[src/rtl/load_store_unit_pkg.sv]
// load_store_unit_pkg: shared widths and LSU state encodings
package load_store_unit_pkg;
  localparam int LSU_DATA_WIDTH = 8;
  localparam int LSU_REG_COUNT  = 16;
  typedef enum logic [1:0] {
    LSU_IDLE = 2'd0,
    LSU_REQ  = 2'd1,
    LSU_WB   = 2'd2,
    LSU_FIN  = 2'd3
  } lsu_state_e;
endpackage

[src/rtl/lsu_timeout.sv]
// lsu_timeout: wait-cycle counter that flags the last permitted cycle; saturates when TIMEOUT=0
module lsu_timeout #(
  parameter int TIMEOUT = 64,
  localparam int CW = (TIMEOUT > 0) ? $clog2(TIMEOUT + 1) : 1
) (
  input  logic clk,
  input  logic rst_n,
  input  logic clr,
  input  logic en,
  output logic expired
);
  logic [CW-1:0] cnt_q, cnt_d;
  // next count: clear wins, otherwise count up without wrapping
  always_comb cnt_d = clr ? '0 : (en && cnt_q != '1) ? cnt_q + CW'(1) : cnt_q;
  // counter register
  always_ff @(posedge clk or negedge rst_n)
    if (!rst_n) cnt_q <= '0;
    else cnt_q <= cnt_d;
  assign expired = (TIMEOUT != 0) && (cnt_q == CW'(TIMEOUT - 1));
endmodule

[src/rtl/load_store_unit.sv]
// load_store_unit: one req/ack memory transaction per start, with register writeback for loads
module load_store_unit import load_store_unit_pkg::*; #(
  parameter int DATA_WIDTH = LSU_DATA_WIDTH,
  parameter int MEM_AW     = DATA_WIDTH,
  parameter int REG_COUNT  = LSU_REG_COUNT,
  parameter int TIMEOUT    = 64,
  localparam int REG_AW    = $clog2(REG_COUNT)
) (
  input  logic                  clk,
  input  logic                  rst_n,
  input  logic                  start,
  input  logic                  isLoad,
  input  logic [REG_AW-1:0]     rd,
  input  logic [DATA_WIDTH-1:0] baseAddr,
  input  logic [DATA_WIDTH-1:0] storeData,
  output logic                  memReq,
  output logic                  memWe,
  output logic [MEM_AW-1:0]     memAddr,
  output logic [DATA_WIDTH-1:0] memWData,
  input  logic                  memAck,
  input  logic [DATA_WIDTH-1:0] memRData,
  output logic                  regWriteEn,
  output logic [REG_AW-1:0]     regWriteAddr,
  output logic [DATA_WIDTH-1:0] regWriteData,
  output logic                  busy,
  output logic                  done,
  output logic                  fault
);
  lsu_state_e            state_q, state_d;
  logic                  is_load_q, is_load_d;
  logic [REG_AW-1:0]     rd_q, rd_d;
  logic [MEM_AW-1:0]     addr_q, addr_d;
  logic [DATA_WIDTH-1:0] wdata_q, wdata_d;
  logic [DATA_WIDTH-1:0] rdata_q, rdata_d;
  logic                  fault_q, fault_d;
  logic                  expired;
  lsu_timeout #(.TIMEOUT(TIMEOUT)) u_timeout (
    .clk     (clk),
    .rst_n   (rst_n),
    .clr     (state_q == LSU_IDLE),
    .en      (state_q == LSU_REQ && !memAck),
    .expired (expired)
  );
  // next state, operand latches and load capture; an ack beats a same-cycle timeout
  always_comb begin
    state_d   = state_q;
    is_load_d = is_load_q;
    rd_d      = rd_q;
    addr_d    = addr_q;
    wdata_d   = wdata_q;
    rdata_d   = rdata_q;
    fault_d   = 1'b0;
    if (state_q == LSU_IDLE && start) begin
      is_load_d = isLoad;
      rd_d      = rd;
      addr_d    = MEM_AW'(baseAddr);
      wdata_d   = storeData;
      state_d   = LSU_REQ;
    end else if (state_q == LSU_REQ) begin
      if (memAck) begin
        state_d = is_load_q ? LSU_WB : LSU_FIN;
        rdata_d = is_load_q ? memRData : rdata_q;
      end else if (expired) begin
        fault_d = 1'b1;
        state_d = LSU_IDLE;
      end
    end else if (state_q != LSU_IDLE) begin
      state_d = LSU_IDLE;
    end
  end
  // state and datapath registers, all cleared by async reset
  always_ff @(posedge clk or negedge rst_n)
    if (!rst_n) begin
      state_q   <= LSU_IDLE;
      is_load_q <= 1'b0;
      rd_q      <= '0;
      addr_q    <= '0;
      wdata_q   <= '0;
      rdata_q   <= '0;
      fault_q   <= 1'b0;
    end else begin
      state_q   <= state_d;
      is_load_q <= is_load_d;
      rd_q      <= rd_d;
      addr_q    <= addr_d;
      wdata_q   <= wdata_d;
      rdata_q   <= rdata_d;
      fault_q   <= fault_d;
    end
  assign memReq       = state_q == LSU_REQ;
  assign memWe        = memReq && !is_load_q;
  assign memAddr      = addr_q;
  assign memWData     = wdata_q;
  assign regWriteEn   = state_q == LSU_WB;
  assign regWriteAddr = rd_q;
  assign regWriteData = rdata_q;
  assign busy         = state_q != LSU_IDLE;
  assign done         = state_q == LSU_WB || state_q == LSU_FIN;
  assign fault        = fault_q;
endmodule
[config.mk]
export PLATFORM = sky130hd
export DESIGN_NAME = load_store_unit
export DESIGN_NICKNAME = d
export VERILOG_FILES = /design/src/rtl/load_store_unit_pkg.sv /design/src/rtl/lsu_timeout.sv /design/src/rtl/load_store_unit.sv
export SDC_FILE = /design/constraint.sdc
export NUM_CORES = 1
export LEC_CHECK = 0
export BUFFER_PORTS_ARGS = -buffer_cell sky130_fd_sc_hd__buf_2
export CELL_PAD_IN_SITES_DETAIL_PLACEMENT = 1
export CELL_PAD_IN_SITES_GLOBAL_PLACEMENT = 1
export CORE_ASPECT_RATIO = 0.6
export CORE_MARGIN = 10
export CORE_UTILIZATION = 33
export DETAILED_ROUTE_END_ITERATION = 8
export PLACE_DENSITY = 0.77
export SYNTH_ARGS = -nofsm -noshare
export SYNTH_HDL_FRONTEND = slang
export SYNTH_HIERARCHICAL = 1
export SYNTH_SLANG_ARGS = --single-unit
[constraint.sdc]
create_clock -name clk -period 1.41 [get_ports clk]
set_input_delay 0.0705 -clock clk [delete_from_list [all_inputs] [get_ports clk]]
set_output_delay 0.0705 -clock clk [all_outputs]
set_load 0.02 [all_outputs]
**Yosys cells after proc, flatten, opt, wreduce, memory -nomap -nowiden**

Index checks and enable logic that the tools add are counted.

- Flip-flop bits (word level): 39
- Input port bits: 33
- Output and inout port bits: 34

- $add $sub $neg: 1
- Equality and inequality tests: 6
- Muxes and demuxes: 12
- Bitwise gates (word level): 1
- Reductions and logical operators: 13

Operator list:

| cell | number |
|---|---|
| $mux 7 | 2 |
| $mux 2 | 5 |
| $add 7x1->7 const B | 1 |
| $eq 7x6->1 const B | 1 |
| $ne 7x7->1 const B | 1 |
| $mux 1 | 5 |
| $eq 2x2->1 const B | 2 |
| $logic_and 1x1->1 | 4 |
| $ne 4x1->1 const B | 1 |
| $reduce_and 4->1 | 1 |
| $reduce_bool 2->1 | 2 |
| $reduce_bool 3->1 | 1 |
| $eq 2x1->1 const B | 1 |
| $logic_not 1->1 | 2 |
| $logic_not 2->1 | 1 |
| $reduce_and 2->1 | 1 |
| $logic_or 1x1->1 | 1 |
| $not 1->1 | 1 |

**Logic depth before layout (Yosys ltp)**

- Depth after elaboration: 5
- Depth in mapped cells: 6
- Mapped depth without buffers: 5

**Hierarchy**

The synthesis kept the hierarchy.

By module, submodules not included:

| module | times used | cells each | area an instance (um2) |
|---|---|---|---|
| load_store_unit | 1 | 78 | 1257.5 |
| lsu_timeout | 1 | 41 | 426.7 |

**Worst setup path before layout**

Ideal clock, no wire load.

- Kind: register to register
- From: register state_q[1]
- To: register u_timeout.cnt_q[3]
- Library setup time: 125 ps
- Arrival time: 1430 ps
- Path slack: -145 ps
- Cell stages (with the launch flop): 7
- Buffers on the path: 1
- Period minus slack after synthesis: 1555 ps
- Cell sequence: dfrtp_1 nand2b_1 nor2_1 clkbuf_2 nand4_1 a21oi_2 mux2_4

- Cells in the longest elaborated chain, start to end: 4
- Elaborated cells between the ends (all ways): 6

Ends and longest elaborated chain:

| element | RTL line | RTL |
|---|---|---|
| start: declaration | load_store_unit.sv:29 | `lsu_state_e state_q, state_d;` |
| start signal: assignment | load_store_unit.sv:82 | `state_q <= state_d;` |
| $eq 2x1->1 | load_store_unit.sv:41 | `.en (state_q == LSU_REQ && !memAck),` |
| $logic_and 1x1->1 | load_store_unit.sv:41 |  |
| $logic_and 1x1->1 | lsu_timeout.sv:14 | `always_comb cnt_d = clr ? '0 : (en && cnt_q != '1) ? cnt_q + CW'(1) : cnt_q;` |
| $reduce_bool 2->1 (no source line) | - |  |
| end signal: assignment | lsu_timeout.sv:18 | `else cnt_q <= cnt_d;` |
| end: declaration | lsu_timeout.sv:12 | `logic [CW-1:0] cnt_q, cnt_d;` |

Several ways; a longest one is shown, not always the timed one.
A chain may end at the register's enable or synchronous reset.

**Worst setup path after layout**

- From: register state_q[1]
- To: register wdata_q[1] (netlist: memWData[1])

- Cells in the longest elaborated chain, start to end: 2

Ends and longest elaborated chain:

| element | RTL line | RTL |
|---|---|---|
| $logic_not 2->1 | load_store_unit.sv:53 | `if (state_q == LSU_IDLE && start) begin` |
| $logic_and 1x1->1 | load_store_unit.sv:53 |  |
| end signal: assignment | load_store_unit.sv:86 | `wdata_q <= wdata_d;` |
| end: declaration | load_store_unit.sv:33 | `logic [DATA_WIDTH-1:0] wdata_q, wdata_d;` |

Every way passes these cells.

==> results.txt <==
The logs give 265 for the cell total after placement and -0.1 ns for the slack of the worst reg-to-reg path. Measured in cells, the most critical reg-to-reg path has a length of 5. The count of filler cells inserted in the layout is 543.

Of all flip-flops after synthesis, the portion carrying an async set or reset was 100.0%. Of all nets on the critical path, the largest fanout is 6. The number of different library cells used by synthesis comes to 31. Along the worst hold path, the cell count comes to 2.

Most used flip-flop cell after synthesis: sky130_fd_sc_hd__dfrtp_1. The via count of the first global-routing pass was 1,493; the total global routing track utilization was 11.98%. The final weighted congestion in routability-driven placement was 0.8112; the number of register bits inferred by synthesis was 39.

For the clock sink count, the log shows 39. The count of buffers added on input and output ports is 66. The multi-input combinational cells in the finished layout cover a total of 765.7 um^2. CTS built an H-tree with a depth of 2. Leaving out fill and tap cells, the most frequent cells in the layout are 65 x sky130_fd_sc_hd__buf_2, 39 x sky130_fd_sc_hd__dfrtp_1, 21 x sky130_fd_sc_hd__mux2_4. Counting flops with a built-in enable in the synthesized netlist gives 0.

OpenSTA, run right after detailed placement, puts the worst setup slack at -0.1232 ns. The ratio of routed vias to standard cells was 4.622; the highest ir drop seen on vdd was 0.9986 mV. The critical path is of the flip-flop to flip-flop type. For the pin with the worst max-slew slack, the measured transition is 0.5004 ns. The clock passes through at most 2 buffers.

The average instance in the mapped netlist occupies 14.15 um^2. TritonCTS built the clock tree. The final reports fail on negative setup slack. The logs give 5 for the number of CTS-inserted buffers and 0 for the total inserted antenna cells. The register clock-pin slew on the reported worst setup and hold paths was 0.08 ns; the static power due to leakage was 1.272 nW. The area taken by flip-flops and latches came out at 975.9 um^2. The maximum number of pins on one net before global-route repair came out at 40. The run finished, with violations left.

The critical path starts at state_q[1]. The number of antenna violations at the first check in global routing came out at 0. The cell taking the most area after synthesis is sky130_fd_sc_hd__dfrtp_1.

The tools report the clock skew after layout as 0.005520 ns. The net count of the finished layout is 250. In the post-synthesis netlist, the biggest area contributors are sky130_fd_sc_hd__dfrtp_1 58%, sky130_fd_sc_hd__mux2_2 19%, sky130_fd_sc_hd__buf_6 2.0%. The initial utilization of the core area, before any placement, comes to 33.65%. The remaining antenna violation count after routing was 0; the clock latency of the later-clocked register in the worst-skew pair was 0.28 ns. The core region is 0.005005 mm^2. In this run the worst hold path is classified as primary input to flip-flop. The routed design has 4.966 mm of wire. The most common cell after layout, fill and taps aside was sky130_fd_sc_hd__buf_2. The worst flop-to-flop path startpoint was state_q[1]. Row generation in the floorplan step produced 20 rows. The run gives 153 as the post-synthesis net count. The fraction of layout cells with a size suffix above 1 is 68.66%. Setup violations remaining at the end of the flow were counted as 24.

For the hold violation count in the final report, the log shows 0. The cell at the root of the clock tree was sky130_fd_sc_hd__clkbuf_8. For this design the top-level I/O count stands at 67. The length of the first detailed-routing pass in iterations is 3.

The summed negative setup slack over all endpoints came out at -1.832 ns. After detailed routing, the number of remaining DRC violations is 0. The cell count after synthesis was 119. The routed layout has 1,308 vias. The endpoint identified for the worst register-to-register timing path is memWData[1]. For the count of max-cap constraint violations, the log shows 0. The sink of the worst hold path was memAddr[2].

The final critical path takes up 106.9% of the cycle. Critical hold path startpoint: baseAddr[2]. For the smallest setup slack after layout, the log shows -0.09708 ns.

The smallest clock period supported by the final layout is computed as 1.507 ns. The mapped netlist covers 0.001684 mm^2. Data on the critical path is required at its endpoint by 1.58 ns.

The first global-routing pass estimated 7.990 mm of wire. The final routed wire length divided by cell count is 17.55 um. The proportion of synthesized chip area in sequential cells is 57.95%, and the relative slew slack is 66.64%.

For this run, the number of Yosys warnings is 6. STA puts the critical path data arrival time at 1.68 ns. The tools report the element type at the critical path start as a flip-flop. Setup repair after global routing could not meet its margin everywhere.

The die covers 0.008454 mm^2. The worst setup path is captured at a flip-flop. For this run the aggregate overflow at the end of global routing stands at 0. After synthesis, the largest area contributor takes up 57.95% of total cell area. The violation count after the first detailed-route iteration was 33; the die boundary height was 75.34 um. The tools report the half-perimeter wire length of the detailed placement result as 3.601 mm.

For this design the ratio of total power to cell area is 2160 mW/mm^2. Horizontal die dimension: 112.2 um. Static timing analysis puts the maximum clock frequency at 663.5 MHz. The area overhead of the layout relative to synthesis came out at 51.41%. After the flow finishes, the layout carries non-filler instances totaling 283. At the end of the flow the core is filled with cells to 50.95%.

The tools report the total count of max-transition violations in the final report as 0.
[through the flow]
step / total power (W) / cell area (um^2) / hold WS, ns
floorplan: 0.003334 / 1693 / -0.2251
global placement: 0.004216 / 2221 / 0.1551
finish: 0.005509 / 2550 / 0.01232
detailed placement: 0.004313 / 2221 / 0.1731
CTS: 0.005464 / 2482 / 0.0006252
global route: 0.005866 / 2550 / 0.001364
[power by group]
group          leakage [nW]  switching, W  total [W]  internal (W)
Sequential            0.478      0.000255    0.00184       0.00159
Combinational         0.753       0.00147    0.00294       0.00147
Clock                0.0412      0.000382   0.000728      0.000346
Total                  1.27       0.00210    0.00551       0.00341
[registers in the layout, summed over array words and instances (netlist names)]
| signal | flops |
|---|---|
| memAddr | 8 |
| memWData | 8 |
| regWriteData | 8 |
| u_timeout/cnt_q | 7 |
| regWriteAddr | 4 |
| state_q | 2 |
| fault | 1 |
| is_load_q | 1 |
[how the worst max path moves through the flow]
stage / end / slack [ns]
2_1_floorplan: u_timeout/cnt_q[3] / -0.07
3_3_place_gp: memAddr[3] / -0.03
3_5_place_dp: u_timeout/cnt_q[5] / -0.12
4_1_cts: memWData[1] / -0.07
5_1_grt: memWData[7] / -0.14
6_report: memWData[1] / -0.1
[per-layer routing]
| layer | GRT usage, % | wire, um |
|---|---|---|
| met5 | 0 | 0 |
| met4 | 4.482 | 62 |
| met3 | 5.896 | 416 |
| met1 | 14.31 | 2217 |
| met2 | 18.43 | 2269 |
[cell families (layout without fill, tap and decap cells)]
logic type / after synthesis / after routing / synth area share, %
flops: 39 / 39 / 57.95
mux: 33 / 33 / 22.44
simple gates: 28 / 28 / 11.00
compound gates: 9 / 9 / 4.458
buf+inv: 9 / 107 / 3.417
fa+ha+maj: 1 / 1 / 0.7428
[Yosys cell counts, drive strengths merged (2+ instances only)]
master,number
a21oi,4
a41oi,2
and3,2
buf,4
clkbuf,2
dfrtp,39
inv,3
mux2,32
nand2b,3
nand3,3
nand4,2
nor2,7
nor2b,3
nor3,2
nor3b,2
[what timing repair did]
item	CTS	global route
gates resized for setup	33	14
gates cloned	2	0
buffers inserted	3	2
endpoints found under the hold margin	41	0
pin swaps	1	6
endpoints found under the setup margin	26	26
hold buffers	3	0
[area by class of cell]
class	count	area share [%]
Clock buffer	6	2.846
Multi-Input combinational cell	71	30.03
Inverter	3	0.5397
Clock inverter	2	0.4907
Sequential cell	39	38.27
Timing Repair Buffer	96	24.58
Tap cell	66	3.238
[worst max-delay path, cell delays in order (launching register included)]
cell	delay (ns)
sky130_fd_sc_hd__dfrtp_1	0.41
sky130_fd_sc_hd__buf_6	0.14
sky130_fd_sc_hd__nor3b_4	0.24
sky130_fd_sc_hd__buf_6	0.16
sky130_fd_sc_hd__buf_8	0.13
sky130_fd_sc_hd__mux2_4	0.30
(Power assumes the default switching activity.)
